[config.mk]
export PLATFORM = sky130hd
export DESIGN_NAME = fust_g_table
export DESIGN_NICKNAME = d
export VERILOG_FILES = /design/src/rtl/datapath_pkg.sv /design/src/rtl/fust_g_pick.sv /design/src/rtl/fust_g_table.sv
export SDC_FILE = /design/constraint.sdc
export NUM_CORES = 1
export LEC_CHECK = 0
export BUFFER_PORTS_ARGS = -buffer_cell sky130_fd_sc_hd__buf_2
export CAP_MARGIN = 20
export CORE_ASPECT_RATIO = 0.7
export CORE_MARGIN = 4
export CORE_UTILIZATION = 31
export DETAILED_ROUTE_END_ITERATION = 7
export HOLD_SLACK_MARGIN = 0.05
export SLEW_MARGIN = 5
export SYNTH_ARGS = -nofsm -noshare
export SYNTH_HDL_FRONTEND = slang
export SYNTH_SLANG_ARGS = --single-unit
[constraint.sdc]
create_clock -name CLK -period 3.6 [get_ports CLK]
set_clock_uncertainty 0.2 [all_clocks]
set_input_delay 0.54 -clock CLK [delete_from_list [all_inputs] [get_ports CLK]]
set_output_delay 0.54 -clock CLK [all_outputs]
set_load 0.1 [all_outputs]
[src/rtl/datapath_pkg.sv]
// Shared scoreboard datapath types.
// Holds the G functional-unit status table entry layout and its null-tag constant.
package datapath_pkg;

  localparam int unsigned FUST_G_NUM_SRC = 3;
  localparam int unsigned FUST_G_TAG_W   = 5;
  localparam int unsigned FUST_G_OP_W    = 32;

  // A tag of zero means the operand has no outstanding producer.
  localparam logic [FUST_G_TAG_W-1:0] FUST_G_NULL_TAG = '0;

  // One in-flight G operation.
  typedef struct packed {
    logic                                          valid;
    logic                                          spec;
    logic [FUST_G_OP_W-1:0]                        op;
    logic [FUST_G_NUM_SRC-1:0][FUST_G_TAG_W-1:0]   t;
  } fust_g_entry_t;

endpackage

[src/rtl/fust_g_pick.sv]
// Lowest-index priority encoder.
// Ports: req (request vector) -> found (any bit set), idx (lowest set index, 0 if none).
module fust_g_pick #(
  parameter int unsigned N     = 4,
  parameter int unsigned IDX_W = $clog2(N)
) (
  input  logic [N-1:0]     req,
  output logic             found,
  output logic [IDX_W-1:0] idx
);

  // Scan from the top so the lowest set bit is the last one written.
  always_comb begin
    found = 1'b0;
    idx   = '0;
    for (int i = N - 1; i >= 0; i--) begin
      if (req[i]) begin
        found = 1'b1;
        idx   = IDX_W'(i);
      end
    end
  end

endmodule

[src/rtl/fust_g_table.sv]
// Multi-entry status table for the G (GEMM) functional unit.
// Ports: CLK/RST (sync, active-high); alloc_* dispatch write port with alloc_ready/alloc_idx;
// wb_en/wb_tag result-bus wakeup; issue_* valid/ready issue port; flush/resolve speculation
// control; busy (per-entry valid) and count (number of valid entries).
module fust_g_table
  import datapath_pkg::*;
#(
  parameter int unsigned NUM_ENTRIES = 4,
  parameter int unsigned NUM_SRC     = FUST_G_NUM_SRC,
  parameter int unsigned TAG_W       = FUST_G_TAG_W,
  parameter int unsigned OP_W        = FUST_G_OP_W,
  localparam int unsigned IDX_W      = $clog2(NUM_ENTRIES)
) (
  input  logic                     CLK,
  input  logic                     RST,
  input  logic                     alloc_en,
  input  logic [OP_W-1:0]          alloc_op,
  input  logic                     alloc_spec,
  input  logic [NUM_SRC*TAG_W-1:0] alloc_t,
  output logic                     alloc_ready,
  output logic [IDX_W-1:0]         alloc_idx,
  input  logic                     wb_en,
  input  logic [TAG_W-1:0]         wb_tag,
  output logic                     issue_valid,
  input  logic                     issue_ready,
  output logic [OP_W-1:0]          issue_op,
  output logic [IDX_W-1:0]         issue_idx,
  input  logic                     flush,
  input  logic                     resolve,
  output logic [NUM_ENTRIES-1:0]   busy,
  output logic [IDX_W:0]           count
);

  localparam logic [TAG_W-1:0] NULL_TAG = TAG_W'(FUST_G_NULL_TAG);

  logic [NUM_ENTRIES-1:0] valid_q, valid_d;
  logic [NUM_ENTRIES-1:0] spec_q, spec_d;
  logic [OP_W-1:0]        op_q [NUM_ENTRIES];
  logic [OP_W-1:0]        op_d [NUM_ENTRIES];
  logic [TAG_W-1:0]       t_q  [NUM_ENTRIES][NUM_SRC];
  logic [TAG_W-1:0]       t_d  [NUM_ENTRIES][NUM_SRC];
  logic [IDX_W:0]         count_q, count_d;
  logic                   hold_q;
  logic [IDX_W-1:0]       hold_idx_q;

  logic [NUM_ENTRIES-1:0] ready_vec;
  logic                   pick_found;
  logic [IDX_W-1:0]       pick_idx;
  logic                   wb_live;
  logic                   alloc_fire;
  logic                   issue_fire;

  assign wb_live    = wb_en && (wb_tag != NULL_TAG);
  assign alloc_fire = alloc_en && alloc_ready;
  assign issue_fire = issue_valid && issue_ready;
  assign busy       = valid_q;
  assign count      = count_q;

  // Free-slot search uses registered state only; same-cycle issue does not free a slot.
  fust_g_pick #(.N(NUM_ENTRIES), .IDX_W(IDX_W)) u_alloc_pick (
    .req   (~valid_q),
    .found (alloc_ready),
    .idx   (alloc_idx)
  );

  // Ready: valid, no outstanding tags, and not being squashed this cycle.
  always_comb begin
    for (int i = 0; i < NUM_ENTRIES; i++) begin
      ready_vec[i] = valid_q[i] && !(flush && spec_q[i]);
      for (int j = 0; j < NUM_SRC; j++) begin
        if (t_q[i][j] != NULL_TAG) ready_vec[i] = 1'b0;
      end
    end
  end

  fust_g_pick #(.N(NUM_ENTRIES), .IDX_W(IDX_W)) u_issue_pick (
    .req   (ready_vec),
    .found (pick_found),
    .idx   (pick_idx)
  );

  // A stalled presentation is held even if a lower entry becomes ready meanwhile.
  always_comb begin
    issue_valid = pick_found;
    issue_idx   = pick_idx;
    if (hold_q && ready_vec[hold_idx_q]) begin
      issue_valid = 1'b1;
      issue_idx   = hold_idx_q;
    end
    issue_op = issue_valid ? op_q[issue_idx] : '0;
  end

  // Next-state for every entry: issue, flush, resolve, wakeup, then allocation.
  always_comb begin
    count_d = '0;
    for (int i = 0; i < NUM_ENTRIES; i++) begin
      valid_d[i] = valid_q[i];
      spec_d[i]  = spec_q[i];
      op_d[i]    = op_q[i];
      for (int j = 0; j < NUM_SRC; j++) begin
        t_d[i][j] = (valid_q[i] && wb_live && (t_q[i][j] == wb_tag)) ? NULL_TAG : t_q[i][j];
      end
      if (issue_fire && (issue_idx == IDX_W'(i))) valid_d[i] = 1'b0;
      if (flush && spec_q[i])                     valid_d[i] = 1'b0;
      if (resolve && !flush && valid_q[i])        spec_d[i]  = 1'b0;
      if (alloc_fire && (alloc_idx == IDX_W'(i))) begin
        valid_d[i] = !(flush && alloc_spec);
        spec_d[i]  = alloc_spec;
        op_d[i]    = alloc_op;
        for (int j = 0; j < NUM_SRC; j++) begin
          t_d[i][j] = (wb_live && (alloc_t[j*TAG_W +: TAG_W] == wb_tag))
                      ? NULL_TAG : alloc_t[j*TAG_W +: TAG_W];
        end
      end
      count_d = count_d + (IDX_W+1)'(valid_d[i]);
    end
  end

  // State register.
  always_ff @(posedge CLK) begin
    if (RST) begin
      valid_q    <= '0;
      spec_q     <= '0;
      count_q    <= '0;
      hold_q     <= 1'b0;
      hold_idx_q <= '0;
      for (int i = 0; i < NUM_ENTRIES; i++) begin
        op_q[i] <= '0;
        for (int j = 0; j < NUM_SRC; j++) t_q[i][j] <= NULL_TAG;
      end
    end else begin
      valid_q    <= valid_d;
      spec_q     <= spec_d;
      count_q    <= count_d;
      hold_q     <= issue_valid && !issue_ready;
      hold_idx_q <= issue_idx;
      for (int i = 0; i < NUM_ENTRIES; i++) begin
        op_q[i] <= op_d[i];
        for (int j = 0; j < NUM_SRC; j++) t_q[i][j] <= t_d[i][j];
      end
    end
  end

endmodule
==> flow_summary.ini, run 1 <==
[drt]
wl_um = 27070
num_vias = 6658
dr.pass1.iters = 5
ant_nets = 0
via_per_inst = 4.888
avgRoutedWirePerCell_um = 19.88
dr.first_iter.drc_count = 542
drc = 0

[finish]
regArea_mm2 = 0.005688
drive_gt1_frac = 0.3098
area_growth_pct = 37.15
final_design_area_no_fill_mm2 = 0.01309
multiInputGateArea_mm2 = 0.004553
final_util = 0.4338
fillCellCount = 2757
num-nets-final = 995

[setup_path]
path_class = reg2out
cpMaxStageDelayCell = edfxtp_1
slowest_delay_ns = 0.45
crit_top_cell = buf_12
crit_arrival_ns = 3.15
r2r_cells = 11
cp-start-kind = flop
required_ns = 2.86
critical_path.endpoint_type = output port
r2r_start = t_q[1][8]
r2r-end = count[1]
regToRegSetupSlack_ns = 0.08
crit_chain = nor4_4 -> nand3_1 -> o32ai_4 -> a31oi_4 -> o21a_4 -> a21oi_4 -> buf_6 -> buf_12 -> mux2i_4 -> o21ai_4 -> buf_12
worstPathMaxFanout = 7

[floorplan]
dieHeight_um = 154.8
io_pins = 105
dieArea_mm2 = 0.03370
num_rows = 53
dieWidth_um = 217.7
core_mm2 = 0.03017
start_util = 0.3163

[sta]
period_minus_slack_ns = 3.887
relSlewSlack = 0.5493
tightest_slew_ns = 0.6673
setup_viol_count_final = 32
finalWorstSetupSlack_ns = -0.2865
fmax_mhz = 257.3
fin_crit_sh = 1.080
hold_violations = 0
rsz0062_at_grt = yes
final_max_slew_viol_count = 0

[clock_network]
cts_tree = yes
clkSinkCount = 202
clk_path_buf_depth = 3
cts-root-buf = clkbuf_16
htreeDepth = 1
numCtsBuffers = 23
clk_pin_slew_worst_paths_ns = 0.06
clkLatencyLatePin_ns = 0.51

[outcome]
violations = negative setup slack
outcome = complete, but fails checks

[yosys]
synth_edf_count = 163
synthTopCellsByArea = edfxtp_1, and2_1, dfxtp_1
synth_top_cell_by_area = edfxtp_1
synth_top_flop_cell = edfxtp_1
synth_cell_types = 47
synth_nets = 848
synth.avg_cell_area_um2 = 12.16
synth_top_area_share = 0.5128
yosysWarnings = 0
syn_area_mm2 = 0.009544
seq_area_frac_synth = 0.5947
postSynthCellCount = 785
ys_ff_latch = 202
async_flop_share = 0

[grt]
antenna_found_initial = 5
grtUsageTotal = 0.1576
grt_pass1_wl_um = 41170
grt-ovfl-total = 0
grt_max_degree = 33
grt_pass1_vias = 6656

[flow_run]
cap_violations = 0

[pwr]
p_leak_nw = 4.792
ir_worst_vdd_v = 0.0003340
p_per_area_mw_per_mm2 = 400.1

[placed_design]
place.gp.congestion = 0.8844
place_hpwl_um = 17130
dpl-instance-area_mm2 = 0.01161
portBuffers = 104

[min_path]
hold_end = hold_q
hp-start = issue_ready
holdPathStages = 2
hold_path_class = in2reg
[Yosys cell counts, types with 2 or more instances]
library cell	count
inv_1	6
o41ai_1	7
o21a_1	3
mux2i_1	32
nand2b_1	2
buf_1	2
a21oi_1	8
dfxtp_1	39
or4_1	2
o21ai_1	27
nor2b_1	11
or3_1	6
clkbuf_1	36
nor2_1	28
and2_1	163
a22o_1	27
o22ai_1	2
nor3_1	15
a31oi_1	7
nand2_1	24
nor4_1	10
edfxtp_1	163
nand4_1	4
ha_1	2
a21boi_0	3
or2_2	4
xnor2_1	45
a22oi_1	33
xor2_1	30
nand3_1	20
buf_8	3
o21ai_0	6
[kinds of logic after synthesis]
family / after synthesis / share of synthesized area
AO/OA/AOI/OAI: 131 / 0.09741
adder cells (fa/ha/maj): 3 / 0.004719
multiplexers: 32 / 0.03356
AND/OR/NAND/NOR: 294 / 0.1776
flip-flops: 202 / 0.5947
buffers and inverters: 48 / 0.02320
XOR/XNOR: 75 / 0.06883
[repair_timing]
action / 4_1_cts / 5_1_grt
cloned: 3 / 1
buffers inserted: 7 / 9
endpoints found under the setup margin: 35 / 36
hold buffers: 0 / 0
gates resized for setup: 62 / 41
pin swaps: 3 / 7
[per-layer routing]
layer	vias up	global-route usage	share of wire
met5	-	0	0.0010
met4	4	0.03057	0.018
met3	35	0.02573	0.044
met2	169	0.2408	0.45
met1	3292	0.2378	0.48
li1	3158	-	-
[metrics by stage]
stage | TNS [ns] | instances | setup WS [ns] | power (W) | hold WS (ns)
finish | -8.099 | 1362 | -0.2865 | 0.005238 | 0.1066
global route | -12.38 | 1362 | -0.4129 | 0.005438 | 0.1104
CTS | -8.839 | 1351 | -0.2982 | 0.005274 | 0.08312
detailed placement | -0.2293 | 1299 | -0.02988 | 0.003156 | 0.2843
global placement | 0 | 1299 | 0.009337 | 0.003148 | 0.2721
floorplan | -0.3036 | 785 | -0.1516 | 0.002979 | 0.2481
[critical path: cells and delay by family (launching register included)]
family,cells,cell delay [ns]
flops,1,0.45
simple gates,2,0.47
buf+inv,3,0.53
compound gates,5,0.91
mux,1,0.27
[flip-flops by register name, indices dropped and copies added, names as in the netlist]
name and cells:
hold_idx_q 2, count 3, op_q 128, spec_q 4, hold_q 1, busy 4
t_q 60
[how the worst max path moves through the flow]
stage	from	endpoint	slack [ns]
floorplan	busy[1]	issue_idx[1]	-0.15
global placement	flush	count[1]	0.009
detailed placement	flush	issue_op[4]	-0.03
CTS	t_q[0][8]	issue_op[17]	-0.30
global route	t_q[0][12]	issue_op[18]	-0.41
finish	t_q[2][10]	issue_op[18]	-0.29
[cell type report]
type	instances	area share
antenna	1	0.0001912
clock buffer	35	0.04741
clock inverter	7	0.002963
inverter	6	0.002007
multi-input combinational	535	0.3478
sequential	202	0.4345
tap	412	0.03938
timing repair buffer	164	0.1257
[placed cells by master (no fill, tap or decap), drive strengths merged, types with 20 or more instances in the layout]
cell type,synthesis,routed
nand3,20,20
xor2,30,30
a22oi,33,33
nor2,28,28
a22o,27,27
nand2,24,24
and2,163,163
buf,6,163
dfxtp,39,39
mux2i,32,32
o21ai,34,34
clkbuf,36,36
edfxtp,163,163
xnor2,45,45
[power breakdown]
part	internal, W	total, W	switching, W
registers	0.00264	0.00271	0.0000618
clock network	0.00119	0.00209	0.000902
logic	0.000162	0.000442	0.000280
Note: power is estimated with default switching activity, not from simulation.
==> inputs of run 2 (changes only) <==
- PLACE_DENSITY: unset -> 0.51
==> flow_summary.ini, run 2 (synthesis gave the netlist of run 1 again) <==
[sta]
setup_viol_count_final = 33
tightest_slew_ns = 1.012
relSlewSlack = 0.3164
rsz0062_at_grt = yes
period_minus_slack_ns = 4.031
fin_crit_sh = 1.120
fmax_mhz = 248.1
final_max_slew_viol_count = 0
worst_hold_slack_ns = 0.1045
hold_violations = 0
finalWorstSetupSlack_ns = -0.4314

[setup_path]
worstPathMaxFanout = 6
r2r-end = count[1]
r2r_cells = 12
path_class = reg2out
regToRegSetupSlack_ns = 0
crit_arrival_ns = 3.29
crit_end = issue_op[0]
critical_path.endpoint_type = output port
cp-start-kind = flop
r2r_start = t_q[0][1]
startpoint = t_q[0][1]
required_ns = 2.86

[finish]
drive_gt1_frac = 0.3162
num-nets-final = 1003
reg.largest.list = op_q (128), t_q (60)
largest_reg_flops = 128
final_cells = 1367
most-common-layout-cells = and2_1, edfxtp_1, buf_2
fillCellCount = 2767
area_growth_pct = 38.96
regMostFlops = op_q
antenna_cells = 0

[grt]
grt_pass1_wl_um = 42640
grt-ovfl-total = 0
grtUsageTotal = 0.1655
grt_pass1_vias = 6674
grt_max_degree = 33
antenna_found_initial = 2

[clock_network]
cts_tree = yes
clkSinkCount = 202
clkLatencyLatePin_ns = 0.50
cts-root-buf = clkbuf_16
postCtsHoldBufs = 0
clk_path_buf_depth = 3
numCtsBuffers = 22
htreeDepth = 1
clk_pin_slew_worst_paths_ns = 0.06

[drt]
dr.first_iter.drc_count = 382
ant_nets = 0
via_per_inst = 4.853
num_vias = 6634
avgRoutedWirePerCell_um = 20.52
dr.pass1.iters = 4
wl_um = 28060
drc = 0

[floorplan]
dieWidth_um = 217.7
core_mm2 = 0.03017
io_pins = 105
dieHeight_um = 154.8
dieArea_mm2 = 0.03370
start_util = 0.3163
num_rows = 53

[placed_design]
place_hpwl_um = 17970
portBuffers = 104
place.gp.congestion = 0.8291
dpl.cell_count = 1315

[pwr]
p_per_area_mw_per_mm2 = 416.6
internal-power_w = 0.004258
p_seq_frac = 0.489
netSwitchingFraction = 0.2292
p_leak_nw = 4.901
p_sw_w = 0.001266
ir_worst_vdd_v = 0.0003227
fin_total_pwr_w = 0.005525
combinationalPowerShare = 0.081
clkPwrFrac = 0.431

[min_path]
holdPathStages = 2
hold_path_class = in2reg

[flow_run]
cap_violations = 0

[outcome]
violations = negative setup slack
outcome = complete, but fails checks
## run 2: changes by cell type in the layout (fill, tap and decap cells not counted), sizes merged
cell and change:
buf +8, clkbuf -5, bufinv +4, inv -1
diode -1
## run 2: worst max-delay path, stage by stage, from the launching register on
cell      delay, ns
edfxtp_1       0.40
or4_4          0.61
nor4_4         0.37
a31oi_1        0.09
o21a_2         0.26
a21oi_4        0.18
buf_8          0.18
buf_12         0.18
mux2i_4        0.26
o21ai_4        0.08
buf_12         0.18
## run 2: worst min-delay path by stage
stage,startpoint,to
after floorplan,spec_q[1],spec_q[1]
after global placement,spec_q[1],spec_q[1]
after detailed placement,spec_q[1],spec_q[1]
after CTS,issue_ready,hold_q
after global routing,issue_ready,hold_q
final,issue_ready,hold_q
## run 2: area by class of cell
class	instances	area, µm²	area share
Clock inverter	10	155.1	0.01170
Sequential cell	202	5688	0.4289
Tap cell	412	515.5	0.03887
Multi-Input combinational cell	535	4478	0.3376
Clock buffer	29	598.1	0.04509
Inverter	6	28.78	0.002170
Timing Repair Buffer	173	1799	0.1357
## run 2: power groups by stage
stage,clock network (W),registers [W],logic (W)
after global placement,0,0.00273,0.000425
after floorplan,0,0.00275,0.000230
final,0.00238,0.00270,0.000445
after global routing,0.00254,0.00271,0.000484
after detailed placement,0,0.00274,0.000428
after CTS,0.00244,0.00270,0.000445
## run 2: routing by layer
layer | track usage | up-vias | wire length (µm)
met1 | 0.2598 | 3296 | 14190
met2 | 0.2420 | 146 | 12140
met3 | 0.02867 | 28 | 1333
met5 | 0 | - | 21
met4 | 0.02663 | 4 | 373
li1 | - | 3160 | -
## run 2: timing repair
item / CTS / global route
pin swaps: 10 / 11
setup buffers: 11 / 2
cloned: 3 / 0
resized for setup: 89 / 11
setup endpoints to repair: 35 / 38
## run 2: through the flow
| step | setup TNS, ns | area, µm² | utilization | setup slack, ns |
|---|---|---|---|---|
| after floorplan | -0.3036 | 9936 | - | -0.1516 |
| after global placement | -0.7468 | 11840 | 0.3923 | -0.06655 |
| after detailed placement | -4.277 | 11840 | 0.3923 | -0.1771 |
| after CTS | -11.05 | 13260 | 0.4396 | -0.4279 |
| after global routing | -17.12 | 13260 | 0.4396 | -0.5623 |
| final | -12.72 | 13260 | 0.4396 | -0.4314 |
